--- src/rtl/id_ex_bubble_ctrl_if.sv ---
`default_nettype none
// +----------------------------------------------------------------------------+
// | Module   : lc3b_types_pkg / id_ex_bubble_ctrl_if                           |
// | Purpose  : LC-3b control-word types and the ID/EX bubble-control bundle.   |
// |            master = pipeline side (drives ID info, stall, flush)           |
// |            slave  = id_ex_bubble_ctrl (drives EX word, hold, counter)      |
// | Ports    : id_ctrl, nop_ctrl, id_valid, id_dest, id_sr1, id_sr2,           |
// |            id_uses_sr1, id_uses_sr2, mem_stall, flush (to slave);          |
// |            ex_ctrl, ex_dest, hold_front, bubble_count (from slave)         |
// | Revision : 1.0 - initial release                                           |
// +----------------------------------------------------------------------------+
package lc3b_types_pkg;

  // op_nop shares the BR encoding: BR with nzp=000 never branches.
  typedef enum logic [3:0] {
    op_nop  = 4'b0000,
    op_add  = 4'b0001,
    op_ldb  = 4'b0010,
    op_stb  = 4'b0011,
    op_jsr  = 4'b0100,
    op_and  = 4'b0101,
    op_ldr  = 4'b0110,
    op_str  = 4'b0111,
    op_rti  = 4'b1000,
    op_not  = 4'b1001,
    op_ldi  = 4'b1010,
    op_sti  = 4'b1011,
    op_jmp  = 4'b1100,
    op_shf  = 4'b1101,
    op_lea  = 4'b1110,
    op_trap = 4'b1111
  } lc3b_opcode;

  typedef enum logic [2:0] {
    alu_add  = 3'd0,
    alu_and  = 3'd1,
    alu_not  = 3'd2,
    alu_pass = 3'd3,
    alu_sll  = 3'd4,
    alu_srl  = 3'd5,
    alu_sra  = 3'd6
  } lc3b_aluop;

  typedef struct packed {
    lc3b_opcode opcode;
    lc3b_aluop  aluop;
    logic [2:0] pcmux_sel;
    logic       load_regfile;
    logic       mem_read;
    logic       mem_write;
    logic       load_cc;
  } lc3b_control_word;

endpackage

interface id_ex_bubble_ctrl_if #(
  parameter int BUBBLE_CNT_W = 16
);
  lc3b_types_pkg::lc3b_control_word id_ctrl;
  lc3b_types_pkg::lc3b_control_word nop_ctrl;
  logic                             id_valid;
  logic [2:0]                       id_dest;
  logic [2:0]                       id_sr1;
  logic [2:0]                       id_sr2;
  logic                             id_uses_sr1;
  logic                             id_uses_sr2;
  logic                             mem_stall;
  logic                             flush;
  lc3b_types_pkg::lc3b_control_word ex_ctrl;
  logic [2:0]                       ex_dest;
  logic                             hold_front;
  logic [BUBBLE_CNT_W-1:0]          bubble_count;

  modport master (
    output id_ctrl, nop_ctrl, id_valid, id_dest, id_sr1, id_sr2,
           id_uses_sr1, id_uses_sr2, mem_stall, flush,
    input  ex_ctrl, ex_dest, hold_front, bubble_count
  );

  modport slave (
    input  id_ctrl, nop_ctrl, id_valid, id_dest, id_sr1, id_sr2,
           id_uses_sr1, id_uses_sr2, mem_stall, flush,
    output ex_ctrl, ex_dest, hold_front, bubble_count
  );
endinterface
`default_nettype wire

--- src/rtl/id_ex_bubble_ctrl.sv ---
`default_nettype none
// +----------------------------------------------------------------------------+
// | Module   : id_ex_bubble_ctrl                                               |
// | Purpose  : Owns the ID/EX control-word register. Each cycle selects the    |
// |            decoded word or the NOP bubble word, detects load-use hazards,  |
// |            freezes on memory stalls, injects FLUSH_BUBBLES bubbles after a |
// |            taken-branch flush and counts injected bubbles (saturating).    |
// | Ports    : clk   - pipeline clock, rising edge                             |
// |            reset - asynchronous, active-high reset                         |
// |            bus   - id_ex_bubble_ctrl_if.slave (ID info in; EX word,        |
// |                    hold_front and bubble_count out)                        |
// | Revision : 1.0 - initial release                                           |
// +----------------------------------------------------------------------------+
module id_ex_bubble_ctrl #(
  parameter int FLUSH_BUBBLES = 2,   // legal 1..3, includes the flush cycle
  parameter int BUBBLE_CNT_W  = 16
) (
  input  wire logic          clk,
  input  wire logic          reset,
  id_ex_bubble_ctrl_if.slave bus
);
  import lc3b_types_pkg::*;

  typedef enum logic [0:0] {
    ST_RUN   = 1'b0,
    ST_FLUSH = 1'b1
  } state_t;

  localparam lc3b_control_word RESET_WORD = '{
    opcode:       op_nop,
    aluop:        alu_add,
    pcmux_sel:    3'b011,
    load_regfile: 1'b0,
    mem_read:     1'b0,
    mem_write:    1'b0,
    load_cc:      1'b0
  };

  // Bubbles still owed after the flush cycle itself.
  localparam logic [1:0] FLUSH_REM = 2'(FLUSH_BUBBLES - 1);

  state_t                  state_q, state_d;
  logic [1:0]              remaining_q, remaining_d;
  lc3b_control_word        ex_ctrl_q, ex_ctrl_d;
  logic [2:0]              ex_dest_q, ex_dest_d;
  logic [BUBBLE_CNT_W-1:0] bubble_count_q, bubble_count_d;
  logic                    bubble_inj;
  logic                    hold_front;
  logic                    load_use;

  // Only a load (mem_read with a register write) creates the hazard; the
  // source must actually be read by the ID instruction to matter.
  assign load_use = bus.id_valid & ex_ctrl_q.mem_read & ex_ctrl_q.load_regfile &
                    ((bus.id_uses_sr1 & (bus.id_sr1 == ex_dest_q)) |
                     (bus.id_uses_sr2 & (bus.id_sr2 == ex_dest_q)));

  always_comb begin
    state_d     = state_q;
    remaining_d = remaining_q;
    ex_ctrl_d   = ex_ctrl_q;
    ex_dest_d   = ex_dest_q;
    bubble_inj  = 1'b0;
    hold_front  = 1'b0;

    if (bus.mem_stall) begin
      // Whole pipe frozen; any flush seen now is re-presented later.
      hold_front = 1'b1;
    end else if (bus.flush) begin
      ex_ctrl_d  = bus.nop_ctrl;
      ex_dest_d  = 3'd0;
      bubble_inj = 1'b1;
      if (FLUSH_BUBBLES > 1) begin
        state_d     = ST_FLUSH;
        remaining_d = FLUSH_REM;
      end else begin
        state_d     = ST_RUN;
        remaining_d = 2'd0;
      end
    end else if (state_q == ST_FLUSH) begin
      // ID holds a squashed instruction, so load_use is irrelevant here.
      ex_ctrl_d   = bus.nop_ctrl;
      ex_dest_d   = 3'd0;
      bubble_inj  = 1'b1;
      remaining_d = remaining_q - 2'd1;
      if (remaining_q <= 2'd1) begin
        state_d     = ST_RUN;
        remaining_d = 2'd0;
      end
    end else if (load_use) begin
      // Next cycle EX holds the NOP word, so the hazard clears by itself.
      ex_ctrl_d  = bus.nop_ctrl;
      ex_dest_d  = 3'd0;
      bubble_inj = 1'b1;
      hold_front = 1'b1;
    end else if (bus.id_valid) begin
      ex_ctrl_d = bus.id_ctrl;
      ex_dest_d = bus.id_dest;
    end else begin
      ex_ctrl_d = bus.nop_ctrl;
      ex_dest_d = 3'd0;
    end

    bubble_count_d = bubble_count_q;
    if (bubble_inj && (bubble_count_q != {BUBBLE_CNT_W{1'b1}})) begin
      bubble_count_d = bubble_count_q + 1'b1;
    end
  end

  always_ff @(posedge clk or posedge reset) begin
    if (reset) begin
      state_q        <= ST_RUN;
      remaining_q    <= 2'd0;
      ex_ctrl_q      <= RESET_WORD;
      ex_dest_q      <= 3'd0;
      bubble_count_q <= '0;
    end else begin
      state_q        <= state_d;
      remaining_q    <= remaining_d;
      ex_ctrl_q      <= ex_ctrl_d;
      ex_dest_q      <= ex_dest_d;
      bubble_count_q <= bubble_count_d;
    end
  end

  assign bus.ex_ctrl      = ex_ctrl_q;
  assign bus.ex_dest      = ex_dest_q;
  assign bus.hold_front   = hold_front;
  assign bus.bubble_count = bubble_count_q;

endmodule
`default_nettype wire

--- src/flat_wrapper.sv ---
// flat-port wrapper written by rule: the top's interface ports become plain ports
module id_ex_bubble_ctrl_flat import lc3b_types_pkg::*;
#(
  parameter int FLUSH_BUBBLES = 2,                                          
  parameter int BUBBLE_CNT_W  = 16
)
  (clk, reset, bus_id_ctrl, bus_nop_ctrl, bus_id_valid, bus_id_dest, bus_id_sr1, bus_id_sr2, bus_id_uses_sr1, bus_id_uses_sr2, bus_mem_stall, bus_flush, bus_ex_ctrl, bus_ex_dest, bus_hold_front, bus_bubble_count);
  id_ex_bubble_ctrl_if #(.BUBBLE_CNT_W(BUBBLE_CNT_W)) bus_i ();
  input  wire logic clk;
  input  wire logic reset;
  input wire logic [$bits(bus_i.id_ctrl)-1:0] bus_id_ctrl;
  input wire logic [$bits(bus_i.nop_ctrl)-1:0] bus_nop_ctrl;
  input wire logic [$bits(bus_i.id_valid)-1:0] bus_id_valid;
  input wire logic [$bits(bus_i.id_dest)-1:0] bus_id_dest;
  input wire logic [$bits(bus_i.id_sr1)-1:0] bus_id_sr1;
  input wire logic [$bits(bus_i.id_sr2)-1:0] bus_id_sr2;
  input wire logic [$bits(bus_i.id_uses_sr1)-1:0] bus_id_uses_sr1;
  input wire logic [$bits(bus_i.id_uses_sr2)-1:0] bus_id_uses_sr2;
  input wire logic [$bits(bus_i.mem_stall)-1:0] bus_mem_stall;
  input wire logic [$bits(bus_i.flush)-1:0] bus_flush;
  output wire logic [$bits(bus_i.ex_ctrl)-1:0] bus_ex_ctrl;
  output wire logic [$bits(bus_i.ex_dest)-1:0] bus_ex_dest;
  output wire logic [$bits(bus_i.hold_front)-1:0] bus_hold_front;
  output wire logic [$bits(bus_i.bubble_count)-1:0] bus_bubble_count;
  assign bus_i.id_ctrl = bus_id_ctrl;
  assign bus_i.nop_ctrl = bus_nop_ctrl;
  assign bus_i.id_valid = bus_id_valid;
  assign bus_i.id_dest = bus_id_dest;
  assign bus_i.id_sr1 = bus_id_sr1;
  assign bus_i.id_sr2 = bus_id_sr2;
  assign bus_i.id_uses_sr1 = bus_id_uses_sr1;
  assign bus_i.id_uses_sr2 = bus_id_uses_sr2;
  assign bus_i.mem_stall = bus_mem_stall;
  assign bus_i.flush = bus_flush;
  assign bus_ex_ctrl = bus_i.ex_ctrl;
  assign bus_ex_dest = bus_i.ex_dest;
  assign bus_hold_front = bus_i.hold_front;
  assign bus_bubble_count = bus_i.bubble_count;
  id_ex_bubble_ctrl #(.FLUSH_BUBBLES(FLUSH_BUBBLES), .BUBBLE_CNT_W(BUBBLE_CNT_W)) u_core (.clk(clk), .reset(reset), .bus(bus_i));
endmodule
--- config.mk ---
export PLATFORM = sky130hd
export DESIGN_NAME = id_ex_bubble_ctrl_flat
export DESIGN_NICKNAME = d
export VERILOG_FILES = /design/src/rtl/id_ex_bubble_ctrl_if.sv /design/src/rtl/id_ex_bubble_ctrl.sv /design/src/flat_wrapper.sv
export SDC_FILE = /design/constraint.sdc
export NUM_CORES = 1
export LEC_CHECK = 0
export ABC_AREA = 0
export CAP_MARGIN = 20
export CORE_ASPECT_RATIO = 0.5
export CORE_UTILIZATION = 28
export CTS_CLUSTER_DIAMETER = 120
export DETAILED_ROUTE_END_ITERATION = 12
export GPL_TIMING_DRIVEN = 0
export HOLD_SLACK_MARGIN = 0.1
export PLACE_DENSITY_LB_ADDON = 0.15
export SETUP_SLACK_MARGIN = 0.02
export SLEW_MARGIN = 5
export SYNTH_ARGS = -nofsm -noshare
export SYNTH_HDL_FRONTEND = slang
export SYNTH_SLANG_ARGS = --single-unit
--- constraint.sdc ---
create_clock -name clk -period 3.05 [get_ports clk]
set_clock_uncertainty 0.2 [all_clocks]
set_input_delay 0.4575 -clock clk [delete_from_list [all_inputs] [get_ports clk]]
set_output_delay 0.4575 -clock clk [all_outputs]
set_load 0.02 [all_outputs]
==> results.yml <==
routing:
  drt_pass1_iterations: 4
  vias_per_cell: 5.13
  drc: 0
  vias: 1820
  wl_per_cell_um: 15.8
  antenna_left: 0
  wl_mm: 5.60
  first_iter_violations: 101
synthesis:
  syn_area_um2: 1970
  yosysWarnings: 0
  ys_types: 37
  syn_inst: 180
  yosysSeqAreaShare_pct: 46.0
  synth_nets: 225
  ys_seq_elements: 36
  synth.avg_cell_area_um2: 10.9
floorplanning:
  start_util_pct: 29.2
  rows: 21
  ios: 78
  fp.coreArea_um2: 6730
  dieWidth_um: 120
  dieArea_um2: 7380
  dieHeight_um: 61.2
worst_setup_path:
  r2r_end: "u_core.bus.bubble_count[5]$_DFFE_PP0P_"
  r2r_slack_ns: 0.68
  reg2reg_from: "u_core.bus.ex_dest[0]$_DFFE_PP0N_"
  critPathLaunchType: "input pin"
  ff2ff_path_depth: 6
  critPathMaxFanout: 10
  cp-end-kind: "output pin"
  crit_required_ns: 2.39
  arrival_ns: 2.22
  criticalPathCategory: "input pin to output pin"
place:
  port_buffers: 77
  dp_hpwl_mm: 4.13
  gp_congestion: 0.759
  place_inst: 349
  dp_slack_ns: -0.514
clock_tree:
  cts_tree: "done"
  clock_path_buffers: 2
  htreeDepth: 2
  clk_pin_slew_ns: 0.06
  cts_sinks: 36
  worstSkewPairLatency_ns: 0.28
  cts_buffers: 5
  hold_buffers: 0
  root_buffer: "clkbuf_16"
global_route:
  first_global_vias: 1886
  track_usage_pct: 16.2
  grt_pass1_wl_mm: 9.16
  grt.overflow.total: 0
  grt_max_degree: 37
  antenna_found_initial: 0
timing:
  setup_viol: 0
  period_share_pct: 94.3
  setup_slack_ns: 0.175
  maxSlewHeadroom_pct: 48.8
  setup_tns_ns: 0
  fmax_ghz: 0.348
  fin_hold_ws_ns: 0.294
  maxSlewViolCount: 0
  worst_slew_pin_slew_ns: 0.767
  finalCriticalPeriod_ns: 2.88
  hold_viol_final: 0
  rsz0062_at_grt: "no"
pwr:
  p_switching_uw: 505
  swShare_pct: 29.5
  peakVddDrop_uv: 241
  p_int_mw: 1.21
  p_leak_nw: 1.23
  pwr-share-comb_pct: 26.6
  seq_power_share_pct: 36.7
  pwr_density_cell_nw_per_um2: 563
  clockPowerShare_pct: 36.7
hold_path:
  hp-class: "flop to flop"
  hold_start: "u_core.bus.bubble_count[5]$_DFFE_PP0P_"
  min_to: "u_core.bus.bubble_count[5]$_DFFE_PP0P_"
  hold_depth: 1
job:
  drv_cap: 0
status:
  outcome: "finished clean"
finish:
  syn2layout_area_growth_pct: 54.9
  nNetsFinal: 307
  final_common_cell: "clkdlybuf4s50_1"
  diodes: 0
  utilization_pct: 45.3
  fillCellCount: 657
  drive_gt1_share_pct: 11.0
  stdcell_count: 355
  mostFrequentLayoutCells: "76 x clkdlybuf4s50_1, 34 x dfrtp_1, 16 x o21ai_0, 14 x a41oi_1, 14 x a2bb2oi_1"
[metrics by stage]
step                cell area (um2)  total power [mW]
floorplan                      1970             0.854
global placement               2850              1.09
detailed placement             2850              1.09
CTS                            3050              1.73
global route                   3050              1.80
finish                         3050              1.71
[power by group through the flow]
stage          clock (mW)  combinational (mW)  sequential, mW
5_1_grt             0.660               0.498           0.643
2_1_floorplan           0               0.159           0.694
4_1_cts             0.641               0.460           0.630
3_3_place_gp            0               0.455           0.634
6_report            0.630               0.456           0.629
3_5_place_dp            0               0.459           0.635
[layout make-up]
cell class | instances | area (um2) | share of cell area [%]
plain buffers | 12 | 68.8 | 2.26
flip-flops and latches | 36 | 903 | 29.7
inverters | 6 | 22.5 | 0.740
clock inverters | 1 | 30.0 | 0.986
well taps | 92 | 115 | 3.78
clock buffers | 7 | 153 | 5.01
repair buffers | 77 | 769 | 25.3
multi-input cells | 124 | 983 | 32.3
[kinds of logic after synthesis]
family | synth area share, %
flip-flops | 46.0
multiplexers | 1.15
buffers and inverters | 4.58
AO/OA/AOI/OAI | 29.1
adder cells (fa/ha/maj) | 0.636
XOR/XNOR | 8.91
AND/OR/NAND/NOR | 9.68
[per-layer routing]
metal	vias up	global-route usage, %	part of all wire [%]
met2	39	27.2	47
met4	0	5.11	1.2
met3	7	3.70	4.0
met5	-	0	0
li1	860	-	-
met1	914	21.2	48
[Yosys cell counts (all sizes together)]
cell type   n  area (um2)
inv         6        22.5
dfstp       2        52.6
nand3       6        30.0
xor2       11        96.3
a211oi      7        57.6
o21a        1        7.51
a31o        3        26.3
o2bb2ai     1        8.76
ha          1        12.5
mux2        2        22.5
o41ai       1        27.5
a41oi      14         123
o21ai      16        80.1
a211o       1        8.76
nor2        5        18.8
a21oi       2        10.0
a2bb2oi    14         123
nand2       8        30.0
xnor2       9        78.8
or3         1        6.26
dfrtp      34         851
nand4       7        58.8
a2111oi     6        85.1
or2         1        8.76
and4        1        11.3
buf         3        26.3
a21o        2        15.0
or4         1        7.51
clkbuf     11        41.3
and2        3        18.8
[flip-flops by register name, indices dropped and copies added (netlist names)]
register	cells
u_core.bus.ex_ctrl	14
u_core.bus.ex_dest	3
u_core.remaining_q	2
u_core.bus.bubble_count	16
u_core.state_q	1
[worst max-delay path by stage]
stage | slack (ns) | start | cells after the start | end
6_report | 0.17 | bus_id_sr2[2] | 8 | bus_hold_front
2_1_floorplan | 0.81 | bus_flush | 5 | bus_hold_front
3_3_place_gp | -0.53 | bus_flush | 7 | bus_hold_front
5_1_grt | 0.05 | bus_id_sr2[2] | 8 | bus_hold_front
4_1_cts | 0.18 | bus_id_sr2[1] | 8 | bus_hold_front
3_5_place_dp | -0.51 | bus_flush | 7 | bus_hold_front
[critical path, stage by stage]
cell and delay, ns:
clkdlybuf4s50_1 0.49, xnor2_1 0.12, nand4_1 0.19, a21oi_4 0.27, clkbuf_4 0.24, nand2_1 0.06, nand2_1 0.06, dlygate4sd2_1 0.32
[repair_timing]
item	4_1_cts	5_1_grt
endpoints found under the setup margin	1	0
gates resized for setup	8	0
setup buffers	0	0
No activity file was read; power rests on OpenSTA's default activity.
